**config.mk**
```make
export PLATFORM = sky130hd
export DESIGN_NAME = fifo2_sched_ctrl
export DESIGN_NICKNAME = d
export VERILOG_FILES = /design/src/rtl/fifo2_sched_ctrl.sv
export SDC_FILE = /design/constraint.sdc
export NUM_CORES = 1
export LEC_CHECK = 0
export BUFFER_PORTS_ARGS = -buffer_cell sky130_fd_sc_hd__buf_2
export CAP_MARGIN = 20
export CELL_PAD_IN_SITES_DETAIL_PLACEMENT = 0
export CELL_PAD_IN_SITES_GLOBAL_PLACEMENT = 1
export CORE_ASPECT_RATIO = 0.5
export CORE_UTILIZATION = 35
export CTS_BUF_LIST = sky130_fd_sc_hd__clkbuf_4
export DETAILED_ROUTE_END_ITERATION = 10
export PLACE_DENSITY = 0.8
export SLEW_MARGIN = 5
export SYNTH_ARGS = -nofsm -noshare
export SYNTH_HDL_FRONTEND = slang
export SYNTH_SLANG_ARGS = --single-unit
```
**constraint.sdc**
```tcl
create_clock -name clk -period 7 [get_ports clk]
set_input_delay 0.7 -clock clk [delete_from_list [all_inputs] [get_ports clk]]
set_output_delay 0.7 -clock clk [all_outputs]
set_load 0.005 [all_outputs]
```
**src/rtl/fifo2_sched_ctrl.sv**
```systemverilog
// Write/read scheduler for a 3-in/2-out pixel FIFO: round-robin arbitration,
// occupancy tracking, registered pair output with end-of-row marking.
module fifo2_sched_ctrl #(
  parameter int DW         = 8,
  parameter int FIFO_DEPTH = 64,
  parameter int LINE_PAIRS = 32
) (
  input  logic                       clk,
  input  logic                       rst_n,
  input  logic                       in_valid,
  input  logic [1:0]                 in_cnt,
  input  logic [DW*3-1:0]            in_data,
  output logic                       in_ready,
  output logic                       fifo_wr_en1,
  output logic                       fifo_wr_en2,
  output logic [DW*3-1:0]            fifo_wr_data,
  output logic                       fifo_rd_en,
  input  logic [DW*2-1:0]            fifo_rd_data,
  output logic                       out_valid,
  output logic [DW*2-1:0]            out_data,
  output logic                       out_last,
  input  logic                       out_ready,
  output logic [$clog2(FIFO_DEPTH):0] occ,
  output logic                       err_cnt0
);

  localparam int AW = $clog2(FIFO_DEPTH);
  localparam int PW = (LINE_PAIRS > 1) ? $clog2(LINE_PAIRS) : 1;
  localparam logic [AW:0]   OCC_WR_MAX = (AW+1)'(FIFO_DEPTH - 3);
  localparam logic [PW-1:0] PAIR_LAST  = PW'(LINE_PAIRS - 1);
  localparam logic GRANT_WR = 1'b1;
  localparam logic GRANT_RD = 1'b0;

  logic [AW:0]     occ_q, occ_d;
  logic            out_valid_q, out_valid_d;
  logic [DW*2-1:0] out_data_q, out_data_d;
  logic            out_last_q, out_last_d;
  logic [PW-1:0]   pair_q, pair_d;
  logic            last_grant_q, last_grant_d;
  logic            err_q, err_d;

  logic wr_elig, rd_elig, wr_req, in_ready_w, wr_grant, rd_grant;

  always_comb begin
    wr_elig    = (occ_q <= OCC_WR_MAX);
    rd_elig    = (occ_q >= (AW+1)'(2)) && (!out_valid_q || out_ready);
    wr_req     = in_valid && (in_cnt != 2'd0);
    // zero-count beats are always swallowed so they never stall upstream
    in_ready_w = rst_n && ((in_cnt == 2'd0) ||
                           (wr_elig && !(rd_elig && last_grant_q == GRANT_WR)));
    wr_grant   = wr_req && in_ready_w;
    rd_grant   = rst_n && rd_elig && !wr_grant;
  end

  always_comb begin
    occ_d        = occ_q;
    out_valid_d  = out_valid_q;
    out_data_d   = out_data_q;
    out_last_d   = out_last_q;
    pair_d       = pair_q;
    last_grant_d = last_grant_q;
    err_d        = err_q | (in_valid && (in_cnt == 2'd0));

    if (wr_grant) begin
      occ_d        = occ_q + (AW+1)'(in_cnt);
      last_grant_d = GRANT_WR;
    end else if (rd_grant) begin
      occ_d        = occ_q - (AW+1)'(2);
      last_grant_d = GRANT_RD;
    end

    if (rd_grant) begin
      out_valid_d = 1'b1;
      out_data_d  = fifo_rd_data;
      out_last_d  = (pair_q == PAIR_LAST);
      pair_d      = (pair_q == PAIR_LAST) ? '0 : pair_q + PW'(1);
    end else if (out_ready) begin
      out_valid_d = 1'b0;
    end
  end

  always_ff @(posedge clk or negedge rst_n) begin
    if (!rst_n) begin
      occ_q        <= '0;
      out_valid_q  <= 1'b0;
      out_data_q   <= '0;
      out_last_q   <= 1'b0;
      pair_q       <= '0;
      last_grant_q <= GRANT_RD;
      err_q        <= 1'b0;
    end else begin
      occ_q        <= occ_d;
      out_valid_q  <= out_valid_d;
      out_data_q   <= out_data_d;
      out_last_q   <= out_last_d;
      pair_q       <= pair_d;
      last_grant_q <= last_grant_d;
      err_q        <= err_d;
    end
  end

  assign in_ready     = in_ready_w;
  assign fifo_wr_en1  = wr_grant & in_cnt[1];
  assign fifo_wr_en2  = wr_grant & in_cnt[0];
  assign fifo_wr_data = in_data;
  assign fifo_rd_en   = rd_grant;
  assign out_valid    = out_valid_q;
  assign out_data     = out_data_q;
  assign out_last     = out_last_q;
  assign occ          = occ_q;
  assign err_cnt0     = err_q;

endmodule

```
== After elaboration in Yosys (flattened, before gate mapping) ==
Index checks and enable logic that the tools add are counted.

* Bits of input ports: 46
* Logic and storage cells: 41
* Bits in registers: 32
* Output and inout bits: 54

* Bitwise logic cells: 3
* Magnitude comparators: 2
* Muxes and demuxes: 7
* Reductions and logical operators: 18
* Equal/unequal tests: 1
* $add $sub $neg: 3

{| class="wikitable"
|+ Operator list
! operator !! count
|-
| $mux 7 || 2
|-
| $logic_and 1x1->1 || 9
|-
| $add 7x2->7 || 1
|-
| $ge 7x2->1 const B || 1
|-
| $le 7x6->1 const B || 1
|-
| $sub 7x2->7 const B || 1
|-
| $reduce_bool 2->1 || 3
|-
| $add 5x1->5 const B || 1
|-
| $eq 5x5->1 const B || 1
|-
| $mux 5 || 1
|-
| $mux 1 || 4
|-
| $logic_not 1->1 || 3
|-
| $and 1x1->1 || 2
|-
| $logic_not 2->1 || 1
|-
| $logic_or 1x1->1 || 2
|-
| $or 1x1->1 || 1
|}

== Depth between registers and ports, before layout ==
Gate-level depths: netlist (run 1).

* Depth after elaboration: 13
* Depth in mapped cells: 9
* Mapped depth without buffers: 7

== Worst setup path before layout (run 1) ==
Ideal clock, no wire load.

* Kind: register to output
* From: register occ_q[1], in the netlist occ[1]
* To: output port fifo_rd_en
* Cell stages (with the launch flop): 8
* Data arrival time: 1.971 ns
* Slack: 4.329 ns
* Required time: 6.300 ns
* Path buffers: 1
* Cells stage by stage: dfrtp_1 > inv_1 > ha_1 > nand2b_1 > o311a_4 > o31ai_4 > buf_6 > inv_1

* Longest elaborated chain between the ends: 10
* Elaborated cells on any way between the ends: 12
* Classes of those cells: order compare: 2; reduce/logical: 10

{| class="wikitable"
|+ RTL lines
! what !! line !! RTL
|-
| from (decl) || 34 || <nowiki>logic [AW:0] occ_q, occ_d;</nowiki>
|-
| from (signal assigned) || 84 || <nowiki>occ_q <= '0;</nowiki>
|-
| from (signal assigned) || 92 || <nowiki>occ_q <= occ_d;</nowiki>
|-
| $ge 7x2->1 || 46 || <nowiki>rd_elig = (occ_q >= (AW+1)'(2)) && (!out_valid_q || out_ready);</nowiki>
|-
| $logic_and 1x1->1 || 46 ||
|-
| $logic_and 1x1->1 || 50 || <nowiki>(wr_elig && !(rd_elig && last_grant_q == GRANT_WR)));</nowiki>
|-
| $logic_not 1->1 || 50 ||
|-
| $logic_and 1x1->1 || 50 ||
|-
| $logic_or 1x1->1 || 49 || <nowiki>in_ready_w = rst_n && ((in_cnt == 2'd0) ||</nowiki>
|-
| $logic_and 1x1->1 || 49 ||
|-
| $logic_and 1x1->1 || 51 || <nowiki>wr_grant = wr_req && in_ready_w;</nowiki>
|-
| $logic_not 1->1 || 52 || <nowiki>rd_grant = rst_n && rd_elig && !wr_grant;</nowiki>
|-
| $logic_and 1x1->1 (*) || 52 ||
|-
| to (decl) || 17 || <nowiki>output logic fifo_rd_en,</nowiki>
|}

Every way passes the cells marked *; elsewhere a longest branch is shown, timed or not.

== Worst setup path after layout (run 1) ==
* From: register occ_q[1], in the netlist occ[1]
* To: output port fifo_wr_en2

* Longest elaborated chain between the ends: 9
* Elaborated cells on any way between the ends: 10
* Classes of those cells: order compare: 2; bitwise: 1; reduce/logical: 7

{| class="wikitable"
|+ RTL lines
! what !! line !! RTL
|-
| $ge 7x2->1 || 46 ||
|-
| $logic_and 1x1->1 || 46 ||
|-
| $logic_and 1x1->1 || 50 ||
|-
| $logic_not 1->1 || 50 ||
|-
| $logic_and 1x1->1 (*) || 50 ||
|-
| $logic_or 1x1->1 (*) || 49 ||
|-
| $logic_and 1x1->1 (*) || 49 ||
|-
| $logic_and 1x1->1 (*) || 51 ||
|-
| $and 1x1->1 (*) || 104 || <nowiki>assign fifo_wr_en2 = wr_grant & in_cnt[0];</nowiki>
|-
| to (decl) || 15 || <nowiki>output logic fifo_wr_en2,</nowiki>
|}

Marked as above.

==> results by group, run 1 <==
Power
  – Total power: 0.800 mW
  – Peak supply drop: 0.113 mV
  – Power per cell area: 387 nW/um^2
  – Lkg Pwr: 1.03 nW

Synthesis
  – Largest cells by area after synthesis: dfrtp_1, mux2_4, buf_4, mux2_2, ha_1
  – Share of the synthesized area in the top cell type: 42.6%
  – Mean Syn Cell Area: 12.0 um^2
  – Syn nets: 211
  – #FFs+latches synth: 32
  – Register area share after synthesis: 42.6%
  – Total number of yosys warnings: 0
  – Leading area contributor after synthesis: dfrtp_1
  – Gate Count Post-Synth: 157
  – Synth unique cells: 40
  – Synthesized area: 1880 um^2
  – Post-synth EDFFs: 0
  – Synth Flop Type: dfrtp_1
  – Post-synth ARST share: 100%

Layout
  – Ratio of cells with drive above 1 in the final layout: 46.3%
  – Fill count: 521
  – Final nets: 241
  – Layout Cells excl Fill: 258
  – Ant. Diodes: 0
  – Most common cell after layout, fill and taps aside: buf_2
  – Area Growth Syn to Fin: 9.78%
  – Most frequent cells in the layout: buf_2, dfrtp_1, mux2_4

Floorplan
  – Starting Density: 37.3%
  – Chip Width: 106 um
  – Die Span Y: 53.8 um
  – Core area: 5040 um^2
  – Die Footprint: 5690 um^2
  – Rows: 18
  – I/O pin cnt: 100

STA
  – RSZ-0062 raised after global routing: no
  – Period utilization: 49.1%
  – Final Hold Fails: 0
  – Worst setup margin: 3.56 ns
  – Slew margin rel.: 42.6%
  – Setup Skew: 0.00505 ns
  – Hold slack: 0.427 ns
  – Worst slew pin tran: 0.856 ns
  – Min Tclk post-route: 3.44 ns
  – Fmax achieved: 291 MHz
  – Slew Viols, Final: 0
  – # setup viols final: 0
  – Setup TNS: 0 ns

GRT
  – Gr ovfl total: 0
  – First-pass GRT wire length: 5.78 mm
  – Largest net degree at the start of global routing: 36
  – Number of global-route vias before repair: 1247
  – Initial antenna violation count: 0
  – GRT Util Overall: 13.4%

Clock network
  – Clk_lat worst skew: 0.33 ns
  – Post-CTS setup buffer count: 0
  – Longest Clk Path Bufs: 2
  – H-tree levels: 2
  – CTS sink cnt: 32
  – TritonCTS clock tree: done
  – Total CTS buffers: 5
  – CTS Root Cell: clkbuf_4
  – Post-cts gate resize count: 0
  – Hold Buf Count CTS: 0
  – Clock transition at the registers of the reported paths: 0.10 ns

Drt
  – Final ANT Viol Nets: 0
  – Vias per cell: 4.75
  – WL/cell: 13.3 um
  – Detailed Route Iter0 Violations: 33
  – # DRC: 0
  – Vias: 1225
  – DRT Wirelength: 3.43 mm
  – First drt pass iteration count: 3

Placement
  – Dpl cells: 250
  – Gpl congestion: 0.759
  – IO Port Bufs: 51
  – Pre-CTS WS: 3.52 ns
  – Post-DP HPWL: 2.50 mm

Run
  – Max-cap violations: 0

Critical path
  – Critical Path AT: 2.74 ns
  – WS Path Type: flop to primary output
  – Worst EP required: 6.30 ns
  – Startpoint Class: flop
  – CP Capture Type: primary output
  – Worst Path Max Fanout: 12

Hold path
  – Hold WC Path Type: primary input to async pin

Run status
  – Status: completed
[area by class of cell]
| type | count | area [um^2] | area share, % |
|---|---|---|---|
| multi-input cells | 89 | 812 | 39.3 |
| inverters | 7 | 26.3 | 1.27 |
| well taps | 70 | 87.6 | 4.24 |
| clock buffers | 5 | 37.5 | 1.82 |
| clock inverters | 3 | 37.5 | 1.82 |
| repair buffers | 52 | 263 | 12.7 |
| flip-flops and latches | 32 | 801 | 38.8 |
[worst max-delay path, cell delays in order, from the launching register on]
cell and delay, ns:
dfrtp_1 0.47, inv_1 0.18, ha_1 0.21, nand2b_1 0.10, o311a_4 0.42, nor3_2 0.70, and2_1 0.22, buf_2 0.11
[synth_stat cells, types with 2 or more instances]
cell type  instances
mux2_2             8
mux2_4            13
inv_1              7
mux2i_1            3
nor2_1             9
dfrtp_1           32
nand2_1            6
a21oi_1            2
o21ai_0            3
a31oi_1            2
nor3_2             2
a21o_1             3
buf_4             25
nand4_1            2
xor2_1             4
ha_1               7
nor3_1             3
nand3_1            2
buf_6              3
[path summary, 6_finish.rpt]
kind                               startpoint                      end  slack (ns)  cells after the start
setup / recovery           occ[1]$_DFFE_PN0P_              fifo_wr_en2        3.56                      7
hold reg to reg            err_cnt0$_DFF_PN0_       err_cnt0$_DFF_PN0_        0.47                      1
hold / removal                          rst_n  out_data[8]$_DFFE_PN0P_        0.43                      1
min in group clk           err_cnt0$_DFF_PN0_       err_cnt0$_DFF_PN0_        0.47                      1
max in group asynchronous               rst_n       occ[5]$_DFFE_PN0P_        6.10                      1
setup reg to reg           occ[1]$_DFFE_PN0P_       occ[3]$_DFFE_PN0P_        4.24                      7
[where the power goes]
part	switching [mW]	total (mW)	leakage, nW	internal (mW)
Combinational	0.146	0.327	0.612	0.181
Clock	0.0622	0.135	0.0403	0.0729
Sequential	0.0753	0.338	0.379	0.262
[sequential cells by signal (all words and copies together), names as in the netlist]
signal        count
err_cnt0          1
last_grant_q      1
occ               7
out_data         16
out_last          1
out_valid         1
pair_q            5
[metal layers]
layer	part of all wire (%)	global-route usage (%)	vias up	wire (um)
li1	-	-	580	-
met5	0	0	-	0
met2	44	21.8	30	1500
met4	4.3	9.03	0	147
met3	5.5	3.75	27	189
met1	46	16.2	588	1590
[logic make-up (layout without fill, tap and decap cells)]
group | Yosys count | count (layout) | share of synthesized area, %
buf+inv | 36 | 67 | 14.2
xor+xnor | 5 | 5 | 2.33
simple gates | 34 | 34 | 10.2
flops | 32 | 32 | 42.6
mux | 24 | 24 | 16.8
fa+ha+maj | 8 | 8 | 5.72
compound gates | 18 | 18 | 8.12
[through the flow]
stage               util, %  instance area [um^2]
detailed placement     39.4                  1990
global route           40.9                  2060
finish                 40.9                  2060
global placement       39.4                  1990
floorplan                 -                  1880
CTS                    40.9                  2060
Power figures use the tool's default switching activity.
==> run 2: changes to the inputs <==
- ABC_AREA: not set -> 1
- CORE_UTILIZATION: 35 -> 33
- clock period: 7 -> 3.5 ns (I/O delays scaled with it)
==> run 2 against run 1 <==
  * The run now ends with DRC left
  * Design area grew 4.4%
  * Highest routed layer unchanged
  * Sequential cell count is the same
  * Clock power grew 61%
  * Total power grew 100%
  * Register-to-register slack lost 2.9 ns
  * Setup slack lost 2.8 ns
  * Synthesized cell count grew 56%
  * Largest power group is now combinational cells
  * Non-clock buffer count is the same
  * Die area grew 11%
==> results by group, run 2 <==
Drt
  – Final ANT Viol Nets: 0 (unchanged)
  – # DRC: 7 (was 0)
  – DRT Wirelength: 3.93 mm (was 3.43 mm)
  – First drt pass iteration count: 7 (was 3)
  – Vias per cell: 4.59 (was 4.75)
  – Vias: 1596 (was 1225)
  – Detailed Route Iter0 Violations: 41 (was 33)
  – WL/cell: 11.3 um (was 13.3 um)

STA
  – Period utilization: 79.2%
  – Worst slew pin tran: 0.527 ns (was 0.856 ns)
  – Fmax achieved: 361 MHz
  – # setup viols final: 0 (unchanged)
  – Setup TNS: 0 ns (unchanged)
  – Setup Skew: 0.00409 ns (was 0.00505 ns)
  – Final Hold Fails: 0 (unchanged)
  – RSZ-0062 raised after global routing: no (unchanged)
  – Slew margin rel.: 64.7% (was 42.6%)
  – Min Tclk post-route: 2.77 ns
  – Slew Viols, Final: 0 (unchanged)
  – Hold slack: 0.180 ns (was 0.427 ns)

Layout
  – Post-route cell area: 2160 um^2 (was 2060 um^2)
  – Most frequent cells in the layout: nand2_1, buf_2, dfrtp_1 (was buf_2, dfrtp_1, mux2_4)
  – Fill count: 567 (was 521)
  – Max reg flops: 16 (unchanged)
  – Final nets: 328 (was 241)
  – Ratio of cells with drive above 1 in the final layout: 26.9% (was 46.3%)
  – Area Growth Syn to Fin: 8.78% (was 9.78%)
  – Most common cell after layout, fill and taps aside: nand2_1 (was buf_2)
  – Ant. Diodes: 0 (unchanged)

Clock network
  – Clk_lat worst skew: 0.33 ns (about the same)
  – TritonCTS clock tree: done (unchanged)
  – Longest Clk Path Bufs: 2 (unchanged)
  – Clock transition at the registers of the reported paths: 0.10 ns (about the same)
  – Post-CTS setup buffer count: 0 (unchanged)
  – Total CTS buffers: 5 (unchanged)
  – Hold Buf Count CTS: 0 (unchanged)
  – CTS Root Cell: clkbuf_4 (unchanged)
  – H-tree levels: 2 (unchanged)
  – CTS sink cnt: 32 (unchanged)
  – Post-cts gate resize count: 0 (unchanged)

Power
  – Power per cell area: 744 nW/um^2 (was 387 nW/um^2)
  – Peak supply drop: 0.271 mV (was 0.113 mV)
  – Lkg Pwr: 1.21 nW (was 1.03 nW)

Floorplan
  – Core area: 5630 um^2 (was 5040 um^2)
  – Starting Density: 35.2% (was 37.3%)
  – Die Span Y: 56.8 um (was 53.8 um)
  – I/O pin cnt: 100 (unchanged)
  – Rows: 19 (was 18)
  – Die Footprint: 6340 um^2 (was 5690 um^2)
  – Chip Width: 112 um (was 106 um)

GRT
  – Initial antenna violation count: 0 (unchanged)
  – First-pass GRT wire length: 6.82 mm (was 5.78 mm)
  – Largest net degree at the start of global routing: 33 (was 36)
  – Number of global-route vias before repair: 1518 (was 1247)
  – Gr ovfl total: 0 (unchanged)
  – GRT Util Overall: 13.4% (about the same)

Critical path
  – Critical Path AT: 2.42 ns (was 2.74 ns)
  – Setup crit end: fifo_rd_en (was fifo_wr_en2)
  – R2r endpoint: out_data[2]$_DFFE_PN0P_ (was occ[3]$_DFFE_PN0P_)
  – Worst Path Max Fanout: 28 (was 12)
  – FF-to-FF setup slack: 1.33 ns (was 4.24 ns)
  – Reg2Reg Depth: 13 (was 7)
  – CP Capture Type: primary output (unchanged)
  – Worst EP required: 3.15 ns (was 6.30 ns)
  – WS Path Type: flop to primary output (unchanged)
  – CP Launch Point: occ[1]$_DFFE_PN0P_ (unchanged)
  – Worst reg2reg path startpoint: occ[1]$_DFFE_PN0P_ (unchanged)
  – Startpoint Class: flop (unchanged)

Synthesis
  – Share of the synthesized area in the top cell type: 40.4% (was 42.6%)
  – Leading area contributor after synthesis: dfrtp_1 (unchanged)
  – Commonest cells in the netlist: nand2_1, dfrtp_1, buf_4 (was dfrtp_1, buf_4, mux2_4)
  – Register area share after synthesis: 40.4% (was 42.6%)
  – Post-synth EDFFs: 0 (unchanged)
  – Largest cells by area after synthesis: dfrtp_1, nand2_1, buf_4, ha_1, xor2_1 (was dfrtp_1, mux2_4, buf_4, mux2_2, ha_1)
  – #FFs+latches synth: 32 (unchanged)
  – Gate Count Post-Synth: 245 (was 157)
  – Mean Syn Cell Area: 8.09 um^2 (was 12.0 um^2)
  – Syn nets: 299 (was 211)
  – Post-synth ARST share: 100% (unchanged)
  – Synth Flop Type: dfrtp_1 (unchanged)
  – Total number of yosys warnings: 0 (unchanged)
  – Synth unique cells: 27 (was 40)
  – Cell with the most instances after synthesis: nand2_1 (was dfrtp_1)
  – Synthesized area: 1980 um^2 (was 1880 um^2)

Placement
  – Gpl congestion: 0.793 (was 0.759)
  – IO Port Bufs: 51 (unchanged)
  – Post-DP HPWL: 2.92 mm (was 2.50 mm)
  – DP Area: 2100 um^2 (was 1990 um^2)

Run
  – Max-cap violations: 0 (unchanged)

Hold path
  – Hold WC Path Type: primary input to async pin (unchanged)

Run status
  – Failing checks: DRC
  – Status: complete, but fails checks (was completed)
[run 2: cell types whose count changed after synthesis, moves of 3 or more]
| cell | previous run | this run |
|---|---|---|
| inv_1 | 7 | 17 |
| mux2_2 | 8 | 0 |
| mux2_4 | 13 | 0 |
| mux2i_1 | 3 | 0 |
| nand2_1 | 6 | 94 |
| nand2_2 | 0 | 5 |
| nand3_1 | 2 | 12 |
| nand3b_1 | 0 | 3 |
| xor2_1 | 4 | 8 |
[run 2: final cells by class]
type | count | area [um^2] | area share [%]
tap | 73 | 91.3 | 4.24
clock buffer | 7 | 52.6 | 2.44
multi-input combinational | 163 | 865 | 40.1
clock inverter | 1 | 3.75 | 0.174
timing repair buffer | 52 | 263 | 12.2
sequential | 32 | 801 | 37.1
inverter | 20 | 80.1 | 3.71
[run 2: stage by stage]
stage,total power [mW],cells,utilization (%),setup WS (ns)
floorplan,1.21,245,-,1.51
global route,1.77,348,38.3,0.526
detailed placement,1.41,340,37.3,1.07
global placement,1.41,340,37.3,1.14
finish,1.60,348,38.3,0.727
CTS,1.63,348,38.3,0.687
[run 2: worst min path at each step]
stage	slack (ns)	startpoint	cells after the start	to
CTS	0.19	rst_n	2	out_data[4]$_DFFE_PN0P_
global placement	0.46	err_cnt0$_DFF_PN0_	1	err_cnt0$_DFF_PN0_
global route	0.20	fifo_rd_data[7]	3	out_data[7]$_DFFE_PN0P_
detailed placement	0.46	out_data[11]$_DFFE_PN0P_	2	out_data[11]$_DFFE_PN0P_
finish	0.18	rst_n	2	last_grant_q$_DFFE_PN0P_
floorplan	0.05	rst_n	0	err_cnt0$_DFF_PN0_
[run 2: critical path, cell delays in order, from the launching register on]
cell and delay (ns):
dfrtp_1 0.43, inv_1 0.23, ha_1 0.25, nand2_2 0.07, nor2_1 0.08, nand2_1 0.09, nand3_2 0.08, nand2_2 0.06
nand2_2 0.10, nand3_4 0.20, nand2_8 0.25, inv_6 0.11, buf_2 0.14
[run 2: power breakdown]
part           switching, mW  leakage [nW]  internal, mW
clock network          0.125        0.0338        0.0927
logic                  0.399         0.778         0.323
registers              0.146         0.396         0.519
total                  0.670          1.21         0.935
[run 2: routing by layer]
metal  GRT usage, %  vias to the layer above  wire [um]
met4           7.72                        0         93
met1           16.5                      728       1820
li1               -                      796          -
met3           2.70                       20        207
met2           22.3                       52       1820
met5              0                        -          0
[run 2: kinds of logic (layout without fill, tap and decap cells)]
family	after synthesis	after routing	synth area share (%)
AOI/OAI and AO/OA	8	8	2.40
xor gates and xnor gates	11	11	4.86
buffers and inverters	50	80	16.0
DFF	32	32	40.4
and+or+nand+nor	136	136	30.9
adders and majority gates	8	8	5.43
